## src/rtl/mux_scan_pkg.sv

```systemverilog
// Shared types and helpers for the mux scan sequencer.
// Select ordering and parity helpers live here so the FSM stays small.
package mux_scan_pkg;

    localparam int NUM_IN = 4;
    localparam int SEL_W  = 2;

    localparam logic [SEL_W-1:0] SEL_ONE = SEL_W'(1);
    localparam logic [SEL_W-1:0] SEL_TOP = SEL_W'(NUM_IN - 1);

    typedef enum logic [1:0] {
        IDLE = 2'd0,
        SCAN = 2'd1,
        PAR  = 2'd2
    } state_t;

    // First select position of a scan for the chosen bit order.
    function automatic logic [SEL_W-1:0] first_sel(input bit msb_first);
        return msb_first ? SEL_TOP : '0;
    endfunction

    // Next select position; wraps naturally at the 2-bit width.
    function automatic logic [SEL_W-1:0] next_sel(
        input logic [SEL_W-1:0] s,
        input bit               msb_first
    );
        return msb_first ? (s - SEL_ONE) : (s + SEL_ONE);
    endfunction

    // Even parity of the latched word, taken directly from the data.
    function automatic logic parity4(input logic [NUM_IN-1:0] w);
        return ^w;
    endfunction

endpackage

```

## src/rtl/mux_scan_ctrl_hold_timer.sv

```systemverilog
// Hold counter: counts settle cycles per select value.
// Emits a combinational tick in the last hold cycle; clears on load.
module hold_timer
    import mux_scan_pkg::*;
#(
    parameter int HOLD_CYCLES = 1
) (
    input  logic clk,
    input  logic reset,
    input  logic load,
    input  logic en,
    output logic tick,
    output logic err
);

    localparam int CW = (HOLD_CYCLES > 1) ? $clog2(HOLD_CYCLES) : 1;
    localparam logic [CW-1:0] LAST = CW'(HOLD_CYCLES - 1);
    localparam logic [CW-1:0] ONE  = CW'(1);

    logic [CW-1:0] cnt;

    assign tick = en && (cnt == LAST);
    assign err  = int'(cnt) > (HOLD_CYCLES - 1);

    // Count while enabled, wrap to zero after the last hold cycle.
    always_ff @(posedge clk or posedge reset) begin
        if (reset) begin
            cnt <= '0;
        end else if (load) begin
            cnt <= '0;
        end else if (en) begin
            if (cnt >= LAST) begin
                cnt <= '0;
            end else begin
                cnt <= cnt + ONE;
            end
        end
    end

endmodule

```

## src/rtl/mux_scan_ctrl.sv

```systemverilog
// Parallel-to-serial sequencer driving a 4:1 mux (w, S -> F).
// Optional trailing parity bit: define MUX_SCAN_CTRL_PARITY_EN.
module mux_scan_ctrl
    import mux_scan_pkg::*;
#(
    parameter int HOLD_CYCLES = 1,
    parameter bit MSB_FIRST   = 1'b0
) (
    input  logic              clk,
    input  logic              reset,
    input  logic              in_valid,
    output logic              in_ready,
    input  logic [NUM_IN-1:0] in_data,
    output logic [NUM_IN-1:0] mux_w,
    output logic [SEL_W-1:0]  mux_s,
    input  logic              mux_f,
    output logic              ser_valid,
    output logic              ser_bit,
    output logic              ser_last,
    output logic              busy
);

    localparam logic [2:0] LAST_BIT = 3'(NUM_IN - 1);
    localparam logic [2:0] PAR_BIT  = 3'(NUM_IN);
    localparam logic [2:0] BIT_ONE  = 3'd1;

    state_t     state;
    logic [2:0] bit_cnt;
    logic       accept;
    logic       timing;
    logic       tick;
    logic       hold_err;

    assign accept = (state == IDLE) && in_valid;
    assign timing = (state == SCAN) || (state == PAR);

    hold_timer #(
        .HOLD_CYCLES (HOLD_CYCLES)
    ) u_hold (
        .clk   (clk),
        .reset (reset),
        .load  (accept),
        .en    (timing),
        .tick  (tick),
        .err   (hold_err)
    );

    // Scan FSM with registered handshake, mux drive and serial outputs.
    always_ff @(posedge clk or posedge reset) begin
        if (reset) begin
            state     <= IDLE;
            in_ready  <= 1'b1;
            mux_w     <= '0;
            mux_s     <= '0;
            ser_valid <= 1'b0;
            ser_bit   <= 1'b0;
            ser_last  <= 1'b0;
            busy      <= 1'b0;
            bit_cnt   <= '0;
        end else begin
            ser_valid <= 1'b0;
            ser_last  <= 1'b0;
            unique case (state)
                IDLE: begin
                    if (in_valid) begin
                        mux_w    <= in_data;
                        mux_s    <= first_sel(MSB_FIRST);
                        bit_cnt  <= '0;
                        in_ready <= 1'b0;
                        busy     <= 1'b1;
                        state    <= SCAN;
                    end
                end
                SCAN: begin
                    if (hold_err || (bit_cnt >= PAR_BIT)) begin
                        in_ready <= 1'b1;
                        busy     <= 1'b0;
                        state    <= IDLE;
                    end else if (tick) begin
                        ser_bit   <= mux_f;
                        ser_valid <= 1'b1;
                        mux_s     <= next_sel(mux_s, MSB_FIRST);
                        bit_cnt   <= bit_cnt + BIT_ONE;
                        if (bit_cnt == LAST_BIT) begin
`ifdef MUX_SCAN_CTRL_PARITY_EN
                            state    <= PAR;
`else
                            ser_last <= 1'b1;
                            in_ready <= 1'b1;
                            busy     <= 1'b0;
                            state    <= IDLE;
`endif
                        end
                    end
                end
`ifdef MUX_SCAN_CTRL_PARITY_EN
                PAR: begin
                    if (hold_err || (bit_cnt != PAR_BIT)) begin
                        in_ready <= 1'b1;
                        busy     <= 1'b0;
                        state    <= IDLE;
                    end else if (tick) begin
                        ser_bit   <= parity4(mux_w);
                        ser_valid <= 1'b1;
                        ser_last  <= 1'b1;
                        in_ready  <= 1'b1;
                        busy      <= 1'b0;
                        state     <= IDLE;
                    end
                end
`endif
                default: begin
                    in_ready <= 1'b1;
                    busy     <= 1'b0;
                    state    <= IDLE;
                end
            endcase
        end
    end

endmodule

```

## config.mk

```make
export PLATFORM = sky130hd
export DESIGN_NAME = mux_scan_ctrl
export DESIGN_NICKNAME = d
export VERILOG_FILES = /design/src/rtl/mux_scan_pkg.sv /design/src/rtl/mux_scan_ctrl_hold_timer.sv /design/src/rtl/mux_scan_ctrl.sv
export SDC_FILE = /design/constraint.sdc
export NUM_CORES = 1
export LEC_CHECK = 0
export ABC_AREA = 1
export CORE_AREA = 2 2 39 41
export DETAILED_ROUTE_END_ITERATION = 10
export DIE_AREA = 0 0 41 43
export GPL_TIMING_DRIVEN = 0
export PLACE_DENSITY = 0.85
export SLEW_MARGIN = 5
export SYNTH_ARGS = -nofsm -noshare
export SYNTH_HDL_FRONTEND = slang
export SYNTH_SLANG_ARGS = --single-unit
```

## constraint.sdc

```tcl
create_clock -name clk -period 3.4 [get_ports clk]
set_clock_uncertainty 0.1 [all_clocks]
set_input_delay 0.68 -clock clk [delete_from_list [all_inputs] [get_ports clk]]
set_output_delay 0.68 -clock clk [all_outputs]
set_load 0.05 [all_outputs]
```

# ---- Yosys cells after proc, flatten, opt, wreduce, memory -nomap -nowiden
# Cells that the tools add are included.
dict set report totals {
  out_inout_bits 11
  reg_bits 17
  input_bits 8
}
dict set report op_classes {
  n_eq_ne 8
  n_addsub 3
  bitwise_logic 2
  reduce_logical 11
  mux 33
  order_cmp 3
}
# operator count
set op_table {}
lappend op_table {{1-bit 2-to-1 mux} 18}
lappend op_table {{2-bit 2-to-1 mux} 7}
lappend op_table {{3-bit 2-to-1 mux} 3}
lappend op_table {{2-bit one-hot mux with 2 select lines} 2}
lappend op_table {{2-bit inequality test (second input constant)} 3}
lappend op_table {{3-bit one-hot mux with 2 select lines} 1}
lappend op_table {{3-bit AND reduction} 2}
lappend op_table {{1-bit one-hot mux with 2 select lines} 2}
lappend op_table {{4-bit AND reduction} 1}
lappend op_table {{2-bit nonzero test} 2}
lappend op_table {{3-bit by 1-bit adder with 3-bit output (second input constant)} 1}
lappend op_table {{3-bit by 2-bit equality test with 1-bit output (second input constant)} 1}
lappend op_table {{3-bit >= comparator (second input constant)} 1}
lappend op_table {{3-bit by 1-bit inequality test with 1-bit output (second input constant)} 1}
lappend op_table {{3-bit by 2-bit inequality test with 1-bit output (second input constant)} 1}
lappend op_table {{2-bit by 1-bit adder with 2-bit output (second input constant)} 1}
lappend op_table {{2-bit by 1-bit equality test with 1-bit output (second input constant)} 1}
lappend op_table {{2-bit equality test (second input constant)} 1}
lappend op_table {{1-bit logical AND} 2}
lappend op_table {{2-bit zero test} 1}
lappend op_table {{1-bit logical OR} 2}
lappend op_table {{1-bit inverter} 2}
lappend op_table {{2-bit AND reduction} 1}
lappend op_table {{1-bit adder (second input constant)} 1}
lappend op_table {{other kinds (2)} 2}

# ---- Logic depth before layout (Yosys ltp)
# Gate-level depths: netlist (run 1).
dict set report logic_depth {
  depth_word 6
  mapped_depth 6
  depth_no_buf 6
}

# ---- By module
# From an unflattened synthesis (run 1), not the netlist that was laid out.
dict set report unflattened {
  cells_unflattened 73
  area_unflattened_um2 625.6
}
# module cells_per_inst area_each_um2 seq_area_each_um2 n_inst
set by_module_without_submodules {}
lappend by_module_without_submodules {mux_scan_ctrl 70 606.8 351.6 1}
lappend by_module_without_submodules {hold_timer 3 18.8 0.0 1}

# ---- Worst setup path before layout (run 1)
# No wires, ideal clock.
dict set report synth_path {
  path_kind {register to output}
  from {register busy}
  to {output port busy}
  setup_slack_ns 1.952
  path_stages_with_launch 1
  t_arrival_ns 0.668
  required_ns 2.620
  path_cell_list {dfrtp_1}
}
# element line_no
set synth_lines {}
lappend synth_lines {{start, declared} mux_scan_ctrl.sv:20} ;# output logic busy
lappend synth_lines {{start signal, assigned} mux_scan_ctrl.sv:58} ;# busy <= 1'b0;
lappend synth_lines {{start signal, assigned} mux_scan_ctrl.sv:70} ;# busy <= 1'b1;
lappend synth_lines {{start signal, assigned} mux_scan_ctrl.sv:77} ;# busy <= 1'b0;
# No word-level cell between the ends.

# ---- Worst setup path in the final report (run 1)
dict set report layout_path {
  from {register in_ready}
  to {output port in_ready}
}
# element line_no
set layout_lines {}
lappend layout_lines {{start, declared} mux_scan_ctrl.sv:12} ;# output logic in_ready,
lappend layout_lines {{start signal, assigned} mux_scan_ctrl.sv:52} ;# in_ready <= 1'b1;
lappend layout_lines {{start signal, assigned} mux_scan_ctrl.sv:69} ;# in_ready <= 1'b0;
lappend layout_lines {{start signal, assigned} mux_scan_ctrl.sv:76} ;# in_ready <= 1'b1;
# No word-level cell between the ends.

==> qor.yml, run 1 <==
worst_setup_path:
  rrSetupSlack_ps: 2150
  cpLargestDelayFamily: "buffers and inverters"
  cp_cell_sequence: "clkdlybuf4s50_1"
  crit_arrival_ps: 1600
  crit_required_ps: 2620
  endpoint_kind: "output pin"
  cp_slowest_cell: "clkdlybuf4s50_1"
  crit_path_max_fanout: 2
  crit_type: "reg2out"
  cp_num_buf_inv: 1
  slowest_delay_ps: 790
  start_kind: "flop"
placement:
  hpwl_microns: 800
  dp_slack_ps: 1320
  post_dp_cell_area_sq_um: 785
  place.gp.congestion: 0.715
  io_buffers: 18
global_routing:
  grt_usage: 0.148
  antenna_found_initial: 0
  first_global_vias: 439
  overflow: 0
  grt_max_degree: 15
  grt_pass1_wl_mm: 1.75
pwr:
  power.leakage_uw: 0.000421
  power_uw: 899
  ir_worst_vdd_mv: 0.559
  power_density_nw_per_um2: 1110
yosys:
  synth-edff-count: 0
  yosys.area.top_type_share: 0.557
  synth_flop_cell: "dfrtp_1"
  synth.most_common_cell: "nand2_1"
  synth.area.top_cells: "dfrtp_1 56%, nand2_1 16%, ha_1 6.4%"
  synth_largest_area_cell: "dfrtp_1"
  yosysUniqueCellTypes: 12
  ys_seq_area_frac: 0.602
  async_flop_share: 1.00
  synth_area_per_cell_sq_um: 9.27
  syn-num-nets: 74
  synth_area_sq_um: 584
  syn_inst: 63
  ys_warn_count: 0
  postSynthRegisterBits: 14
  synth.top_cells.by_count: "25 x nand2_1, 13 x dfrtp_1, 8 x inv_1"
clock_tree:
  postCtsHoldBufs: 0
  numCtsBuffers: 3
  clockRootBuffer: "clkbuf_4"
  cts_setup_buffers: 0
  clk_pin_slew_ps: 80
  h-tree-depth: 1
  cts_max_path_buffers: 2
  clkLatencyLatePin_ps: 270
  cts_tree: "done"
  cts.sinks: 14
  post_cts_resized: 0
routing:
  drtIter0Drc: 16
  postRouteAntennaNets: 0
  drt_first_pass_iters: 4
  vias: 447
  wire_per_inst_microns: 10.6
  viasPerCell: 4.43
  drc: 0
  routed_wl_mm: 1.07
floorplanning:
  initial_core_util: 0.422
  ios: 19
  num_rows: 14
  fp.coreArea_sq_um: 1380
  die_h_microns: 43
  fp.dieW_microns: 41
  dieArea_sq_um: 1760
sta:
  fmax_ghz: 0.420
  fin_ws_ps: 1020
  holdWs_ps: 376
  relSlewSlack: 0.661
  setup_violations: 0
  finalSetupTns_ps: 0
  hold_viol: 0
  min_period_over_period: 0.700
  rsz0062_at_grt: "no"
  worst_slew_pin_slew_ps: 508
  slew_viol_final: 0
  period_needed_ps: 2380
job:
  cap_violations: 0
layout:
  fillers: 140
  syn2layout_area_growth_pct: 38.8
  multi_input_area_sq_um: 203
  regArea_sq_um: 352
  nNetsFinal: 97
  n_antenna_cell: 0
  fin_area_sq_um: 811
  drive_gt1_frac: 0.0706
run_status:
  outcome: "complete, no violations"
worst_hold_path:
  worstHoldPathType: "reg2reg"
layout by cell type, fill, tap and decap left out:
master,Yosys,routed
dfrtp_1,13,13
o21ai_1,1,1
clkdlybuf4s50_1,0,18
nor2_1,4,4
o21ai_0,3,3
o21ai_2,1,1
nand2_1,25,25
nand4_1,1,1
ha_1,3,3
clkbuf_4,0,3
nand3_1,2,2
clkbuf_1,0,1
dfstp_2,1,1
inv_1,8,8
nand2_4,1,1
per-layer routing:
| metal | wire, microns | up-vias | share of wire | global-route usage |
|---|---|---|---|---|
| li1 | - | 236 | - | - |
| met1 | 506 | 195 | 0.47 | 0.198 |
| met2 | 497 | 14 | 0.46 | 0.216 |
| met3 | 59 | 2 | 0.055 | 0.0314 |
| met4 | 10 | 0 | 0.0093 | 0.0800 |
| met5 | 0 | - | 0 | 0 |
state kept, by name, summed over array words and instances (netlist names):
signal,flops
ser_valid,1
bit_cnt,3
in_ready,1
ser_last,1
busy,1
mux_s,2
mux_w,4
ser_bit,1
metrics by stage:
stage               std cells  utilization
finish                    101        0.586
global route              101        0.586
CTS                       101        0.586
detailed placement         97        0.567
global placement           97        0.567
floorplan                  63            -
cells by family (layout without fill, tap and decap cells):
group / count (synthesis) / in the layout / share of synthesized area
AND/OR/NAND/NOR: 33 / 33 / 0.233
buffers and inverters: 8 / 30 / 0.0514
flip-flops: 14 / 14 / 0.602
adder cells (fa/ha/maj): 3 / 3 / 0.0642
AO/OA/AOI/OAI: 5 / 5 / 0.0492
worst paths after layout:
| path | startpoint | end | cells past startpoint |
|---|---|---|---|
| setup reg to reg | bit_cnt[0] | bit_cnt[2] | 5 |
| setup / recovery | in_ready | in_ready | 1 |
| hold reg to reg | in_ready | in_ready | 2 |
| min in group asynchronous | reset | mux_w[1] | 2 |
| max in group asynchronous | reset | in_ready | 2 |
| hold / removal | in_ready | in_ready | 2 |
layout make-up:
type / instances / area share
sequential: 14 / 0.434
clock buffer: 4 / 0.0324
inverter: 8 / 0.0370
timing repair buffer: 18 / 0.222
multi-input combinational: 41 / 0.250
tap: 16 / 0.0247
report_power, final:
part | leakage (uW) | switching [uW] | internal, uW
Sequential | 0.000173 | 50.4 | 246
Clock | 0.0000150 | 52.5 | 45.4
Combinational | 0.000233 | 343 | 162
Power figures use the tool's default switching activity.
==> inputs of run 2 (changes only) <==
Settings changed: CORE_AREA 2 2 39 41 to default, CORE_MARGIN from default to 2, CORE_UTILIZATION from default to 38, DIE_AREA 0 0 41 43 to default, PLACE_DENSITY 0.85 to 0.79.
Clock period 3.4 ns to 1.9 ns, I/O delays scaled along.
==> qor.yml, run 2 (same netlist as run 1, synthesis figures left out) <==
run_status:
  outcome: "complete, no violations"  # unchanged
layout:
  fillers: 140  # unchanged
  post-route-util: 0.547  # was 0.586
  syn2layout_area_growth_pct: 37.7  # was 38.8%
  final_common_cell: "nand2_1"  # unchanged
  mostFrequentLayoutCells: "25 x nand2_1, 13 x dfrtp_1, 9 x dlygate4sd2_1, 8 x inv_1, 7 x clkdlybuf4s50_1"  # was 25 x nand2_1, 18 x clkdlybuf4s50_1, 13 x dfrtp_1, 8 x inv_1, 4 x nor2_1
  top_register: "mux_w"  # unchanged
  nNetsFinal: 97  # unchanged
  largest_register_ffs: 4  # unchanged
  biggestRegsByFlops: "mux_w (4), bit_cnt (3), mux_s (2)"  # unchanged
  drive_gt1_frac: 0.0706  # unchanged
  n_antenna_cell: 0  # unchanged
routing:
  vias: 466  # was 447
  postRouteAntennaNets: 0  # unchanged
  drt_first_pass_iters: 4  # unchanged
  wire_per_inst_microns: 11.4  # was 10.6 microns
  routed_wl_mm: 1.15  # was 1.07 mm
  drtIter0Drc: 5  # was 16
  viasPerCell: 4.61  # was 4.43
  drc: 0  # unchanged
global_routing:
  antenna_found_initial: 0  # unchanged
  first_global_vias: 479  # was 439
  overflow: 0  # unchanged
  grt_max_degree: 15  # unchanged
  grt_usage: 0.149  # was 0.148
  grt_pass1_wl_mm: 2.01  # was 1.75 mm
worst_setup_path:
  crit_required_ps: 1420  # was 2620 ps
  start_kind: "flop"  # unchanged
  endpoint_kind: "output pin"  # unchanged
  timing.rr.start: "bit_cnt[0]"  # unchanged
  cpLargestDelayFamily: "flip-flops"  # was buffers and inverters
  crit_path_max_fanout: 2  # unchanged
  crit_arrival_ps: 1320  # was 1600 ps
  reg2regPathDepth: 5  # unchanged
  cp_slowest_cell: "dfstp_2"  # was clkdlybuf4s50_1
  slowest_delay_ps: 530  # was 790 ps
  rrSetupSlack_ps: 650  # was 2150 ps
  cp_cell_sequence: "dlygate4sd2_1"  # was clkdlybuf4s50_1
  r2r_end: "bit_cnt[2]"  # unchanged
  crit_type: "reg2out"  # unchanged
  cp_num_buf_inv: 1  # unchanged
sta:
  relSlewSlack: 0.645  # was 0.661
  period_needed_ps: 1800
  fmax_ghz: 0.556
  finalSetupTns_ps: 0  # unchanged
  slew_viol_final: 0  # unchanged
  rsz0062_at_grt: "no"  # unchanged
  fin_ws_ps: 102  # was 1020 ps
  holdWs_ps: 341  # was 376 ps
  worst_slew_pin_slew_ps: 531  # was 508 ps
  min_period_over_period: 0.946
  hold_viol: 0  # unchanged
  setup_violations: 0  # unchanged
clock_tree:
  h-tree-depth: 1  # unchanged
  postCtsHoldBufs: 0  # unchanged
  numCtsBuffers: 3  # unchanged
  clkLatencyLatePin_ps: 270  # about the same
  cts_tree: "done"  # unchanged
  cts.sinks: 14  # unchanged
  clk_pin_slew_ps: 80  # about the same
  cts_setup_buffers: 0  # unchanged
  clockRootBuffer: "clkbuf_4"  # unchanged
  cts_max_path_buffers: 2  # unchanged
job:
  cap_violations: 0  # unchanged
placement:
  io_buffers: 18  # unchanged
  dp_slack_ps: 121  # was 1320 ps
  place.gp.congestion: 0.736  # was 0.715
  hpwl_microns: 855  # was 800 microns
pwr:
  power.leakage_uw: 0.000472  # was 0.000421 uW
  power_density_nw_per_um2: 1910  # was 1110 nW/um^2
  ir_worst_vdd_mv: 0.916  # was 0.559 mV
floorplanning:
  fp.dieW_microns: 43.2  # was 41 microns
  ios: 19  # unchanged
  num_rows: 14  # unchanged
  die_h_microns: 43.2  # was 43 microns
  fp.coreArea_sq_um: 1470  # was 1380 sq um
  dieArea_sq_um: 1870  # was 1760 sq um
  initial_core_util: 0.397  # was 0.422
worst_hold_path:
  worstHoldPathType: "in2async"  # was reg2reg
-- run 2: changes by cell type in the layout (fill, tap and decap cells not counted) --
cell | previous run | this run
clkdlybuf4s50_1 | 18 | 7
dlymetal6s2s_1 | 0 | 2
dlygate4sd2_1 | 0 | 9
-- run 2: repair_timing --
| action | in CTS | in global routing |
|---|---|---|
| gates resized for setup | 9 | 2 |
| pin swaps | 0 | 0 |
| endpoints found under the setup margin | 9 | 2 |
-- run 2: routing by layer --
layer / track usage / part of all wire
met1: 0.168 / 0.42
met2: 0.254 / 0.53
met4: 0.0909 / 0.012
met3: 0.0298 / 0.042
met5: 0 / 0
-- run 2: worst max-delay path by stage --
stage	start	endpoint	slack (ps)	cells past startpoint
final	in_ready	in_ready	100	1
after global routing	in_ready	in_ready	70	1
after CTS	ser_valid	ser_valid	10	1
after detailed placement	in_ready	in_ready	120	1
after global placement	in_ready	in_ready	120	1
after floorplan	busy	mux_w[0]	540	5
-- run 2: final cells by class --
| class | count | area [sq um] | share of cell area |
|---|---|---|---|
| sequential | 14 | 352 | 0.437 |
| multi-input combinational | 41 | 203 | 0.252 |
| timing repair buffer | 18 | 174 | 0.216 |
| inverter | 8 | 30.0 | 0.0373 |
| clock buffer | 4 | 26.3 | 0.0327 |
| tap | 16 | 20.0 | 0.0249 |
-- run 2: worst reg2reg max path: cells and delay by family, from the launching register on --
family | cells | cell delay (ps)
adder cells (fa/ha/maj) | 2 | 460
flip-flops | 1 | 390
AND/OR/NAND/NOR | 3 | 230
-- run 2: power breakdown --
group | total, uW | internal [uW] | switching (uW)
sequential | 529 | 440 | 88.8
combinational | 842 | 221 | 620
clock | 170 | 81.2 | 88.8
-- run 2: through the flow --
| stage | cells | total power, uW | instance area (sq um) |
|---|---|---|---|
| after floorplan | 63 | 1150 | 584 |
| after global placement | 97 | 1420 | 785 |
| after detailed placement | 97 | 1450 | 785 |
| after CTS | 101 | 1560 | 800 |
| after global routing | 101 | 1660 | 805 |
| final | 101 | 1540 | 805 |
==> inputs of run 3 (changes only) <==
--- a/constraint.sdc
+++ b/constraint.sdc
@@ -4,2 +4,2 @@
 set_output_delay 0.38 -clock clk [all_outputs]
-set_load 0.05 [all_outputs]
+set_load 0.005 [all_outputs]
==> qor.yml, run 3 (same netlist as run 1, synthesis figures left out) <==
worst_setup_path:
  r2r_end: "bit_cnt[2]"  # unchanged
  timing.rr.start: "bit_cnt[0]"  # unchanged
  crit_path_max_fanout: 2  # unchanged
  crit_required_ps: 1420  # about the same
  crit_arrival_ps: 1290  # was 1320 ps
  reg2regPathDepth: 5  # unchanged
  rrSetupSlack_ps: 650  # about the same
  slowest_delay_ps: 530  # about the same
  cp_cell_sequence: "clkdlybuf4s50_1"  # was dlygate4sd2_1
  startpoint: "in_ready"  # unchanged
  crit_type: "reg2out"  # unchanged
  start_kind: "flop"  # unchanged
  cp_num_buf_inv: 1  # unchanged
  cpLargestDelayFamily: "flip-flops"  # unchanged
  cp_slowest_cell: "dfstp_2"  # unchanged
  endpoint_kind: "output pin"  # unchanged
global_routing:
  antenna_found_initial: 0  # unchanged
  grt_pass1_wl_mm: 2.01  # unchanged
  grt_max_degree: 15  # unchanged
  grt_usage: 0.149  # unchanged
  first_global_vias: 477  # was 479
  overflow: 0  # unchanged
sta:
  rsz0062_at_grt: "no"  # unchanged
  finalSetupTns_ps: 0  # unchanged
  period_needed_ps: 1770  # was 1800 ps
  relSlewSlack: 0.642  # was 0.645
  fmax_ghz: 0.565  # was 0.556 GHz
  worst_slew_pin_slew_ps: 537  # was 531 ps
  hold_viol: 0  # unchanged
  setup_violations: 0  # unchanged
  slew_viol_final: 0  # unchanged
  min_period_over_period: 0.932  # was 0.946
floorplanning:
  num_rows: 14  # unchanged
  dieArea_sq_um: 1870  # unchanged
  fp.dieW_microns: 43.2  # unchanged
  die_h_microns: 43.2  # unchanged
  fp.coreArea_sq_um: 1470  # unchanged
  initial_core_util: 0.397  # unchanged
  ios: 19  # unchanged
routing:
  wire_per_inst_microns: 11.2  # was 11.4 microns
  postRouteAntennaNets: 0  # unchanged
  viasPerCell: 4.61  # unchanged
  drtIter0Drc: 8  # was 5
  vias: 466  # unchanged
  drt_first_pass_iters: 4  # unchanged
  routed_wl_mm: 1.13  # was 1.15 mm
  drc: 0  # unchanged
placement:
  io_buffers: 18  # unchanged
  dp.cells: 97  # unchanged
  hpwl_microns: 855  # unchanged
  place.gp.congestion: 0.736  # unchanged
run_status:
  outcome: "complete, no violations"  # unchanged
clock_tree:
  numCtsBuffers: 3  # unchanged
  post_cts_resized: 0  # was 9
  cts_setup_buffers: 0  # unchanged
  cts_tree: "done"  # unchanged
  cts.sinks: 14  # unchanged
  h-tree-depth: 1  # unchanged
  clockRootBuffer: "clkbuf_4"  # unchanged
  clkLatencyLatePin_ps: 270  # about the same
  cts_max_path_buffers: 2  # unchanged
  clk_pin_slew_ps: 80  # about the same
  postCtsHoldBufs: 0  # unchanged
layout:
  drive_gt1_frac: 0.0706  # unchanged
  post-route-util: 0.551  # was 0.547
  final_common_cell: "nand2_1"  # unchanged
  fillers: 136  # was 140
  multi_input_area_sq_um: 203  # unchanged
  mostFrequentLayoutCells: "25 x nand2_1, 18 x clkdlybuf4s50_1, 13 x dfrtp_1, 8 x inv_1, 4 x nor2_1"  # was 25 x nand2_1, 13 x dfrtp_1, 9 x dlygate4sd2_1, 8 x inv_1, 7 x clkdlybuf4s50_1
  largest_register_ffs: 4  # unchanged
  syn2layout_area_growth_pct: 38.8  # was 37.7%
  top_register: "mux_w"  # unchanged
  stdcell_count: 101  # unchanged
  nNetsFinal: 97  # unchanged
  n_antenna_cell: 0  # unchanged
  regArea_sq_um: 352  # unchanged
  biggestRegsByFlops: "mux_w (4), bit_cnt (3), mux_s (2)"  # unchanged
job:
  cap_violations: 0  # unchanged
pwr:
  power_density_nw_per_um2: 1540  # was 1910 nW/um^2
  ir_worst_vdd_mv: 0.763  # was 0.916 mV
  power.leakage_uw: 0.000421  # was 0.000472 uW
worst_hold_path:
  worstHoldPathType: "in2async"  # unchanged
-- run 3: routing by layer --
| layer | global-route usage | wire, microns | share of wire |
|---|---|---|---|
| met2 | 0.254 | 581 | 0.51 |
| met1 | 0.168 | 484 | 0.43 |
| met5 | 0 | 0 | 0 |
| met3 | 0.0298 | 43 | 0.038 |
| met4 | 0.0909 | 23 | 0.020 |
-- run 3: how the worst max path moves through the flow --
stage,endpoint,slack [ps],cells after the start
2_1_floorplan,bit_cnt[2],730,5
3_3_place_gp,in_ready,420,1
3_5_place_dp,in_ready,420,1
4_1_cts,in_ready,110,1
5_1_grt,busy,90,1
6_report,in_ready,130,1
-- run 3: cell type report --
cell class                 instances  area share
inverter                           8      0.0370
clock buffer                       4      0.0324
tap                               16      0.0247
multi-input combinational         41       0.250
timing repair buffer              18       0.222
sequential                        14       0.434
-- run 3: stage by stage --
step / total power (uW) / worst slack (ps) / hold WS [ps] / area, sq um
6_report: 1250 / 129 / 340 / 811
3_5_place_dp: 1090 / 423 / 356 / 785
4_1_cts: 1270 / 112 / 345 / 811
2_1_floorplan: 794 / 725 / 169 / 584
5_1_grt: 1370 / 90.6 / 394 / 811
3_3_place_gp: 1060 / 423 / 351 / 785
-- run 3: power breakdown --
| group | internal, uW | switching [uW] | total (uW) |
|---|---|---|---|
| Sequential | 440 | 93.7 | 534 |
| Clock | 81.4 | 89.2 | 171 |
| Combinational | 286 | 258 | 544 |
-- run 3: worst reg2reg max path: cells and delay by family (launching register included) --
kind          cells  cell delay (ps)
flops             1              380
simple gates      3              240
fa+ha+maj         2              460
